### config.mk
export PLATFORM = sky130hd
export DESIGN_NAME = comparator_seq_flat
export DESIGN_NICKNAME = d
export VERILOG_FILES = /design/src/rtl/comparator_seq_if.sv /design/src/rtl/comparator_seq.sv /design/src/flat_wrapper.sv
export SDC_FILE = /design/constraint.sdc
export NUM_CORES = 1
export LEC_CHECK = 0
export ABC_AREA = 1
export CORE_ASPECT_RATIO = 1.2
export CORE_MARGIN = 1.5
export CORE_UTILIZATION = 52
export CTS_BUF_LIST = sky130_fd_sc_hd__clkbuf_16
export CTS_CLUSTER_SIZE = 12
export DETAILED_ROUTE_END_ITERATION = 8
export GPL_TIMING_DRIVEN = 1
export PLACE_DENSITY = 0.8
export SYNTH_ARGS = -nofsm -noshare
export SYNTH_HDL_FRONTEND = slang
export SYNTH_SLANG_ARGS = --single-unit
### constraint.sdc
create_clock -name clk -period 2.8 [get_ports clk]
set_input_delay 0.28 -clock clk [delete_from_list [all_inputs] [get_ports clk]]
set_output_delay 0.28 -clock clk [all_outputs]
set_load 0.02 [all_outputs]
### src/rtl/comparator_seq_if.sv
// Handshake bundle for comparator_seq: operand request channel and result channel.
interface comparator_seq_if #(
  parameter int N = 32
);
  logic         in_valid;
  logic         in_ready;
  logic [N-1:0] a;
  logic [N-1:0] b;
  logic         out_valid;
  logic         out_ready;
  logic         eq;
  logic         lt;
  logic         ltu;
  logic         busy;

  modport master (
    output in_valid, a, b, out_ready,
    input  in_ready, out_valid, eq, lt, ltu, busy
  );

  modport slave (
    input  in_valid, a, b, out_ready,
    output in_ready, out_valid, eq, lt, ltu, busy
  );
endinterface

### src/rtl/comparator_seq.sv
// Multi-cycle eq / signed lt / unsigned ltu comparator scanning CHUNK bits per cycle, MSB chunk first.
// Define COMPARATOR_SEQ_EARLY_EXIT_EN to stop at the first differing chunk; otherwise latency is always N/CHUNK.

module comparator_eq #(
  parameter int N = 4
) (
  input  logic [N-1:0] a,
  input  logic [N-1:0] b,
  output logic         eq
);
  assign eq = (a == b);
endmodule

module comparator_seq #(
  parameter int N     = 32,
  parameter int CHUNK = 4
) (
  input  logic            clk,
  input  logic            rst,
  comparator_seq_if.slave bus
);
  localparam int NCHUNK = N / CHUNK;
  localparam int IDX_W  = (NCHUNK > 1) ? $clog2(NCHUNK) : 1;
  localparam logic [IDX_W-1:0] IDX_TOP = IDX_W'(NCHUNK - 1);

  typedef enum logic [1:0] {
    IDLE    = 2'd0,
    COMPARE = 2'd1,
    DONE    = 2'd2
  } state_t;

  state_t              state;
  logic signed [N-1:0] a_q;
  logic signed [N-1:0] b_q;
  logic [IDX_W-1:0]    idx;
  logic                eq_q;
  logic                lt_q;
  logic                ltu_q;
  logic                out_valid_q;
  logic                in_ready_q;
  logic                busy_q;
`ifndef COMPARATOR_SEQ_EARLY_EXIT_EN
  logic                decided;
`endif

  logic [CHUNK-1:0]    chunk_a;
  logic [CHUNK-1:0]    chunk_b;
  logic                chunk_eq;
  logic                chunk_ltu;
  logic                chunk_lt;
  logic                top_chunk;

  always_comb begin
    chunk_a = '0;
    chunk_b = '0;
    for (int i = 0; i < NCHUNK; i++) begin
      if (idx == IDX_W'(i)) begin
        chunk_a = a_q[i*CHUNK +: CHUNK];
        chunk_b = b_q[i*CHUNK +: CHUNK];
      end
    end
  end

  comparator_eq #(.N(CHUNK)) u_chunk_eq (
    .a  (chunk_a),
    .b  (chunk_b),
    .eq (chunk_eq)
  );

  // With equal sign bits, two's-complement order matches unsigned order of the top chunk.
  assign top_chunk = (idx == IDX_TOP);
  assign chunk_ltu = (chunk_a < chunk_b);
  assign chunk_lt  = (top_chunk && (a_q[N-1] != b_q[N-1])) ? a_q[N-1] : chunk_ltu;

  always_ff @(posedge clk or posedge rst) begin
    if (rst) begin
      state       <= IDLE;
      a_q         <= '0;
      b_q         <= '0;
      idx         <= '0;
      eq_q        <= 1'b0;
      lt_q        <= 1'b0;
      ltu_q       <= 1'b0;
      out_valid_q <= 1'b0;
      in_ready_q  <= 1'b0;
      busy_q      <= 1'b0;
`ifndef COMPARATOR_SEQ_EARLY_EXIT_EN
      decided     <= 1'b0;
`endif
    end else begin
      case (state)
        IDLE: begin
          in_ready_q <= 1'b1;
          if (bus.in_valid && in_ready_q) begin
            a_q        <= bus.a;
            b_q        <= bus.b;
            idx        <= IDX_TOP;
            state      <= COMPARE;
            in_ready_q <= 1'b0;
            busy_q     <= 1'b1;
`ifndef COMPARATOR_SEQ_EARLY_EXIT_EN
            decided    <= 1'b0;
`endif
          end
        end

        COMPARE: begin
`ifdef COMPARATOR_SEQ_EARLY_EXIT_EN
          if (!chunk_eq) begin
            eq_q        <= 1'b0;
            lt_q        <= chunk_lt;
            ltu_q       <= chunk_ltu;
            state       <= DONE;
            out_valid_q <= 1'b1;
          end else if (idx == '0) begin
            eq_q        <= 1'b1;
            lt_q        <= 1'b0;
            ltu_q       <= 1'b0;
            state       <= DONE;
            out_valid_q <= 1'b1;
          end else begin
            idx <= idx - IDX_W'(1);
          end
`else
          // First differing chunk wins; later chunks only advance the scan.
          if (!decided && !chunk_eq) begin
            eq_q    <= 1'b0;
            lt_q    <= chunk_lt;
            ltu_q   <= chunk_ltu;
            decided <= 1'b1;
          end
          if (idx == '0) begin
            if (!decided && chunk_eq) begin
              eq_q  <= 1'b1;
              lt_q  <= 1'b0;
              ltu_q <= 1'b0;
            end
            state       <= DONE;
            out_valid_q <= 1'b1;
          end else begin
            idx <= idx - IDX_W'(1);
          end
`endif
        end

        DONE: begin
          if (bus.out_ready) begin
            state       <= IDLE;
            out_valid_q <= 1'b0;
            busy_q      <= 1'b0;
            in_ready_q  <= 1'b1;
          end
        end

        default: begin
          state <= IDLE;
        end
      endcase
    end
  end

  assign bus.in_ready  = in_ready_q;
  assign bus.out_valid = out_valid_q;
  assign bus.eq        = eq_q;
  assign bus.lt        = lt_q;
  assign bus.ltu       = ltu_q;
  assign bus.busy      = busy_q;

endmodule

### src/flat_wrapper.sv
// flat-port wrapper written by rule: the top's interface ports become plain ports
module comparator_seq_flat 
#(
  parameter int N     = 32,
  parameter int CHUNK = 4
)
  (clk, rst, bus_in_valid, bus_a, bus_b, bus_out_ready, bus_in_ready, bus_out_valid, bus_eq, bus_lt, bus_ltu, bus_busy);
  comparator_seq_if #(.N(N)) bus_i ();
  input  logic clk;
  input  logic rst;
  input wire logic [$bits(bus_i.in_valid)-1:0] bus_in_valid;
  input wire logic [$bits(bus_i.a)-1:0] bus_a;
  input wire logic [$bits(bus_i.b)-1:0] bus_b;
  input wire logic [$bits(bus_i.out_ready)-1:0] bus_out_ready;
  output wire logic [$bits(bus_i.in_ready)-1:0] bus_in_ready;
  output wire logic [$bits(bus_i.out_valid)-1:0] bus_out_valid;
  output wire logic [$bits(bus_i.eq)-1:0] bus_eq;
  output wire logic [$bits(bus_i.lt)-1:0] bus_lt;
  output wire logic [$bits(bus_i.ltu)-1:0] bus_ltu;
  output wire logic [$bits(bus_i.busy)-1:0] bus_busy;
  assign bus_i.in_valid = bus_in_valid;
  assign bus_i.a = bus_a;
  assign bus_i.b = bus_b;
  assign bus_i.out_ready = bus_out_ready;
  assign bus_in_ready = bus_i.in_ready;
  assign bus_out_valid = bus_i.out_valid;
  assign bus_eq = bus_i.eq;
  assign bus_lt = bus_i.lt;
  assign bus_ltu = bus_i.ltu;
  assign bus_busy = bus_i.busy;
  comparator_seq #(.N(N), .CHUNK(CHUNK)) u_core (.clk(clk), .rst(rst), .bus(bus_i));
endmodule
==> flow_results.org <==
** Logic synthesis
- Summed over all instances, the cell type with the most area after synthesis is sky130_fd_sc_hd__dfrtp_1.
- The share of synthesized area in the top cell type comes to 0.498.
- Of the synthesized area, sequential elements account for 0.498.
- The cell area that synthesis handed to floorplanning was 3820 um^2.
- The number of nets in the synthesized netlist is 585.
- In the synthesized netlist, the number of instances is about 510.
- Synthesis Warnings :: 0
- Count of distinct cell types in the synthesized netlist :: 30
- A synthesized cell averages 7.52 um^2.
- Counting flops and latches in the post-synthesis netlist gives 76.
- Biggest area contributors in the synthesized netlist :: sky130_fd_sc_hd__dfrtp_1 (50%), sky130_fd_sc_hd__nand2_1 (23%), sky130_fd_sc_hd__inv_1 (4.8%)

** Clocking
- Clock net sink count :: 76
- In this run the number of H-tree levels came out at 3.
- CTS tree :: done
- In this run the deepest clock path goes through 2 buffers.
- After clock tree synthesis, the clock-pin slew on the worst setup and hold paths is 60 ps.
- Clock insertion delay at the later pin of the skew report :: between 300 and 400 ps
- Clock tree root buffer cell :: sky130_fd_sc_hd__clkbuf_16
- TritonCTS Buffers :: 9

** Final layout
- Share of cells above drive strength 1 :: 0.0702
- Counting the fill cells in the layout gives 615.
- Final net count :: about 660
- Most frequent standard cell in the layout excluding fill and tap cells :: sky130_fd_sc_hd__nand2_1
- Growth of design area from synthesis to finish :: 28.0%
- The top cell types in the final layout, fill and taps aside, are sky130_fd_sc_hd__nand2_1 (232), sky130_fd_sc_hd__dfrtp_1 (75), sky130_fd_sc_hd__clkdlybuf4s50_1 (73).
- Antenna fix cells :: 0

** Die
- Number of cell rows :: 34
- The total area inside the core boundary comes to 7190 um^2.
- Chip width :: 81.3 um
- Top-level port count :: 74
- The die is ~97 um tall.
- Floorplan die area :: roughly 8000 um^2
- The initial utilization of the core area, before any placement, comes to 0.532.

** Flow run
- Max-capacitance violation count :: 0

** Place
- The HPWL after detailed placement is 6330 um.
- Setup WS pre-CTS :: just over 50 ps
- At the end of routability-driven placement, the weighted congestion stood at approximately 0.9.
- Number of I/O port buffers :: 73

** Detailed routing
- Post-Route WL :: 8590 um
- For this run, design rule violations remaining after detail routing come to 0.
- The first detailed-routing pass took 4 iterations.
- Violation count after the first detailed-routing iteration :: 155
- Via/cell ratio :: 4.98
- Detailed-route wire length per cell :: 12.7 um
- Remaining antenna violation count after routing :: 0
- Routed via count :: 3355

** Pwr
- VDD sags by at most 0.524 mV.
- Power consumption :: 5.52 mW
- Of the total power, the clock network draws 0.199.
- Power density cells :: 1130 nW/um^2
- Combinational group share of total power :: 0.450
- In this run the power spent charging and discharging nets is 2.27 mW.
- Sequential share of power :: 0.351
- Cell internal power dissipation :: 3.24 mW
- Of the total power, the share spent switching nets is 0.412.
- The analysis attributes to cell leakage a power of 2.50 nW.

** Hold path
- Path type of the worst min-delay path :: primary input to asynchronous set/reset pin

** Global routing
- The number of antenna violations at the first check in global routing is 0.
- For this run the aggregate overflow at the end of global routing stands at 0.
- The via count of the first global-routing pass was 3310.
- Global-route usage over all layers :: 0.240
- Global-route wire length before repair :: 14500 um
- Maximum number of pins on one net before global-route repair :: 52

** STA
- Least setup slack across all paths after layout :: ~200 ps
- For the pin with the worst max-slew slack, the measured transition is 730 ps.
- Setup tns final :: 0 ps
- Setup violations remaining at the end of the flow were counted as 0.
- Portion of the clock cycle consumed by the worst path in the final layout :: 0.930
- Number of pins exceeding their max-slew limit in the final report :: 0
- Hold violation total from the final report :: 0
- WHS :: 311 ps
- Maximum clock frequency :: 384 MHz
- The worst path needs ~2600 ps of the cycle, external delays included.
- Setup repair after global routing left no endpoint under its margin.
- Worst max-slew margin expressed relative to the limit :: 0.513
- Post-Route Skew :: 6.60 ps

** Run status
- The flow ran to the end, and the final reports show no timing, DRC or antenna violations.

** Setup path
- The largest single stage delay on the critical path is 420 ps.
- The slowest stage of the critical path belongs to the cell sky130_fd_sc_hd__dfrtp_1.
- Walking the worst path, the cells encountered are inv_2, ha_2, inv_2, nor2_4, nand2_1, nand3_1, nand3_1, nand4_1, nand2_1, nand2_1, nand2_1, ha_1, inv_1, nor2_1, nor2_1, o21a_1, o21ai_0, a22oi_1.
- Among cell families on the critical path, the largest total delay comes from simple AND/OR/NAND/NOR gates.
- Most prevalent standard cell on the critical path :: sky130_fd_sc_hd__nand2_1
- Along the worst path, the maximum fanout reaches 7.
- Together, buffers and inverters on the worst path number 3.
- Tracing the worst setup path back leads to its startpoint at u_core.idx[1].
- STA classifies the critical path endpoint as a register.
- By startpoint and endpoint, the worst setup path is classified as register to register.
- STA puts the critical path data required time at 3000 ps.
- STA classifies the critical path startpoint as a register.
- Data arrival, critical path :: 2810 ps
- The startpoint identified for the worst register-to-register timing path is u_core.idx[1].
==> cell usage after synthesis, drive strengths merged <==
library cell  instances
a21boi                1
a21oi                11
a22oi                 1
a31oi                 1
buf                  16
clkbuf                3
dfrtp                76
ha                    9
inv                  52
nand2               235
nand3                26
nand3b                1
nand4                 6
nor2                 29
nor3                  1
o21a                  1
o21ai                33
o31ai                 1
or2                   5
==> layout make-up <==
class | count | area, um^2 | share of cell area
Tap cell | 90 | 113 | 0.0230
Inverter | 52 | 198 | 0.0404
Clock buffer | 9 | 225 | 0.0460
Multi-Input combinational cell | 362 | 1620 | 0.332
Sequential cell | 76 | 1900 | 0.389
Timing Repair Buffer | 79 | 776 | 0.159
Clock inverter | 6 | 56.3 | 0.0115
==> metal layers <==
metal	share of wire	global-route usage	up-vias
met5	0	0	-
met4	0.034	0.122	0
met3	0.043	0.0594	25
met2	0.49	0.372	90
met1	0.44	0.306	1529
li1	-	-	1711
==> path summary, 6_finish.rpt <==
| kind | end | slack [ps] | depth (start not counted) |
|---|---|---|---|
| max in group asynchronous | u_core.idx[2] | 1710 | 3 |
| worst max-delay path | u_core.bus.ltu | 200 | 18 |
| worst min register to register | u_core.a_q[10] | 470 | 2 |
| worst max register to register | u_core.bus.ltu | 200 | 18 |
| min in group clk | u_core.a_q[10] | 470 | 2 |
| worst min-delay path | u_core.b_q[1] | 310 | 2 |
==> worst reg2reg max path: stages (launching register included) <==
cell	delay, ps
sky130_fd_sc_hd__dfrtp_1	420
sky130_fd_sc_hd__inv_2	100
sky130_fd_sc_hd__ha_2	260
sky130_fd_sc_hd__inv_2	100
sky130_fd_sc_hd__nor2_4	160
sky130_fd_sc_hd__nand2_1	80
sky130_fd_sc_hd__nand3_1	80
sky130_fd_sc_hd__nand3_1	90
sky130_fd_sc_hd__nand4_1	90
sky130_fd_sc_hd__nand2_1	60
sky130_fd_sc_hd__nand2_1	50
sky130_fd_sc_hd__nand2_1	50
sky130_fd_sc_hd__ha_1	310
sky130_fd_sc_hd__inv_1	50
sky130_fd_sc_hd__nor2_1	80
sky130_fd_sc_hd__nor2_1	50
sky130_fd_sc_hd__o21a_1	170
sky130_fd_sc_hd__o21ai_0	190
sky130_fd_sc_hd__a22oi_1	110
==> power groups by stage <==
stage | sequential (mW) | combinational, mW | clock (mW)
6_report | 1.93 | 2.48 | 1.10
5_1_grt | 1.99 | 2.88 | 1.16
3_3_place_gp | 1.91 | 2.35 | 0
3_5_place_dp | 1.93 | 2.44 | 0
4_1_cts | 1.92 | 2.47 | 1.11
2_1_floorplan | 1.86 | 1.86 | 0
==> cells by family (layout without fill, tap and decap cells) <==
family	Yosys count	after routing	share of synthesized area
simple gates	303	304	0.323
flops	76	76	0.498
buf+inv	71	146	0.0822
compound gates	49	49	0.0681
fa+ha+maj	9	9	0.0295
==> through the flow <==
| stage | util | cell area (um^2) | cells |
|---|---|---|---|
| after global routing | 0.681 | 4890 | 674 |
| after floorplan | - | 3820 | 508 |
| final | 0.681 | 4890 | 674 |
| after detailed placement | 0.638 | 4590 | 657 |
| after CTS | 0.677 | 4870 | 672 |
| after global placement | 0.638 | 4590 | 657 |
==> timing repair <==
item | CTS | global route
gates resized for setup | 0 | 9
hold buffers | 0 | 0
setup endpoints to repair | 0 | 4
setup buffers | 0 | 1
==> sequential cells by signal, indices dropped and copies added (netlist names), named ones only <==
| register | cells |
|---|---|
| u_core.a_q | 32 |
| u_core.bus.ltu | 1 |
| u_core.state | 2 |
| u_core.decided | 1 |
| u_core.bus.busy | 1 |
| u_core.bus.in_ready | 1 |
| u_core.idx | 3 |
| u_core.b_q | 32 |
| u_core.bus.lt | 1 |
| u_core.bus.out_valid | 1 |
Note: power is estimated with default switching activity, not from simulation.
==> RTL change (same flow settings) <==
Build with the macro `COMPARATOR_SEQ_EARLY_EXIT_EN` defined.
--- a/src/rtl/comparator_seq.sv
+++ b/src/rtl/comparator_seq.sv
@@ -1,5 +1,7 @@
 // Multi-cycle eq / signed lt / unsigned ltu comparator scanning CHUNK bits per cycle, MSB chunk first.
 // Define COMPARATOR_SEQ_EARLY_EXIT_EN to stop at the first differing chunk; otherwise latency is always N/CHUNK.
+
+`define COMPARATOR_SEQ_EARLY_EXIT_EN
 
 module comparator_eq #(
   parameter int N = 4
Formal check against the unedited RTL: not equivalent (Yosys sat finds a counterexample within 4 cycles, from zero or initial values and one cycle with rst high).
==> RTL change against the original RTL <==
Sequential cell count fell by 1; critical path depth is 3 higher; global-route usage shrank 1.2 points; combinational power is 21% higher; routed wire length increased by 3.1%; total power grew 9.4%; design area rose by 3.7%; non-clock buffer count grew 8; worst setup slack got worse by 0.12 ns; area after synthesis up 2.0%; largest cell class unchanged.
==> RTL change: results (changes against the original RTL) <==
* Status: complete, no violations (unchanged)
* Number of global-route vias before repair at 3151 (was 3310)
* Post-synth top cells: nand2_1, dfrtp_1, inv_1 (unchanged)
* Layout Nets at 602 (was 657)
* Root Driver: clkbuf_16 (unchanged)
* Gr usage total at 22.7% (was 24.0%)
* Max_slew headroom at 73.1% (was 51.3%)
* Detailed Route WL at 8850 µm (was 8590 µm)
* Placed cells at 594 (was 657)
* Max clock buf depth at 2 (unchanged)
* Fillers at 532 (was 615)
* Largest net degree at the start of global routing at 53 (was 52)
* First-pass GRT wire length at 13900 µm (was 14500 µm)
* Syn_nets at 517 (was 585)
* CP Max Fanout at 6 (was 7)
* Detail Route met2 WL at 4520 µm (was 4180 µm)
* Leak at 0.00246 µW (was 0.00250 µW)
* Arr. time, crit path at 2.96 ns (was 2.81 ns)
* Ys async rst share at 100% (unchanged)
* N_diodes at 0 (unchanged)
* Pre-CTS WS at 0.0868 ns (was 0.0519 ns)
* Drt via density at 5.20 (was 4.98)
* Dpl hpwl at 6280 µm (was 6330 µm)
* H-tree levels at 3 (unchanged)
* Placed inst area at 4700 µm² (was 4590 µm²)
* Initial antenna violation count at 0 (unchanged)
* Layout cells sized above 1 at 10.8% (was 7.02%)
* Metal1 wirelength at 3620 µm (was 3750 µm)
* Footprint of the multi-input gates at 1710 µm² (was 1620 µm²)
* Reg clk slew, reported paths at 0.06 ns (about the same)
* Gpl congestion at 0.858 (was 0.898)
* Fin cells at 616 (was 674)
* DR iter-0 viols at 215 (was 155)
* Clk_skew at 0.00401 ns (was 0.00660 ns)
* Routed wl met3 at 486 µm (was 372 µm)
* Area contributors post-synth: dfrtp_1, mux2_1, nand2_1 (was dfrtp_1, nand2_1, inv_1)
* Sequential area share after synthesis at 48.1% (was 49.8%)
* Synthesized area per cell at 8.92 µm² (was 7.52 µm²)
* Synth Warn # at 0 (unchanged)
* Max rail drop VDD at 0.665 mV (was 0.524 mV)
-- RTL change: cell count changes after synthesis, moves of 4 or more --
cell / before / now
o21ai_0: 30 / 26
buf_6: 2 / 7
mux2_1: 0 / 37
buf_2: 9 / 2
nand4_1: 6 / 1
inv_1: 49 / 62
buf_4: 5 / 1
a21oi_1: 10 / 38
nor2_1: 27 / 41
nand2_1: 233 / 81
-- RTL change: repair_timing --
action,in CTS,in global routing
gates resized for setup,0,18
setup endpoints to repair,0,9
setup buffers,0,7
hold buffers,0,0
-- RTL change: logic make-up after synthesis --
group	Yosys count	synth area share, %
buf+inv	80	9.34
mux	39	11.3
fa+ha+maj	12	3.85
compound gates	72	9.88
xor+xnor	1	0.225
simple gates	158	17.3
flops	75	48.1
-- RTL change: worst max-delay path: stages, from the launching register on --
cell	delay, ns
dfrtp_1	0.44
inv_2	0.12
ha_4	0.16
inv_1	0.08
nor2_4	0.16
buf_4	0.15
nand2_1	0.05
nand3_1	0.07
nand2_1	0.06
nand2_1	0.05
nand2_1	0.06
nand2_1	0.07
a21boi_1	0.06
ha_1	0.27
nand2_1	0.08
nor2_2	0.15
nand2_1	0.09
nand2_2	0.07
inv_2	0.05
a21oi_4	0.15
o21ai_0	0.13
o21ai_0	0.10
-- RTL change: path summary, 6_finish.rpt --
kind                                 from        endpoint  slack, ns  cells after the start
setup / recovery            u_core.idx[0]   u_core.idx[0]       0.08                     21
hold / removal                        rst   u_core.a_q[5]       0.25                      2
setup reg to reg            u_core.idx[0]   u_core.idx[0]       0.08                     21
hold reg to reg            u_core.b_q[29]  u_core.b_q[29]       0.49                      1
max in group asynchronous             rst  u_core.a_q[20]       1.83                      3
min in group clk           u_core.b_q[29]  u_core.b_q[29]       0.49                      1
-- RTL change: area by class of cell --
class | instances | share of cell area (%)
flip-flops and latches | 75 | 37.0
multi-input cells | 282 | 33.6
repair buffers | 87 | 16.7
inverters | 67 | 5.05
clock buffers | 9 | 4.44
well taps | 90 | 2.22
clock inverters | 6 | 0.986
-- RTL change: metal layers --
layer	vias up	GRT usage (%)
met5	-	0
met4	0	9.52
met3	19	4.77
met2	111	38.4
met1	1505	27.6
li1	1567	-
-- RTL change: through the flow --
| step | TNS, ns | hold slack [ns] | power (µW) |
|---|---|---|---|
| 3_3_place_gp | 0 | 0.474 | 4570 |
| 2_1_floorplan | 0 | 0.412 | 3950 |
| 4_1_cts | 0 | 0.265 | 5820 |
| 3_5_place_dp | 0 | 0.482 | 4700 |
| 6_report | 0 | 0.255 | 6030 |
| 5_1_grt | -0.276 | 0.312 | 6480 |
-- RTL change: power breakdown --
part / leakage [µW] / switching, µW / internal [µW]
logic: 0.00145 / 1730 / 1270
clock network: 0.000143 / 401 / 669
registers: 0.000860 / 335 / 1630
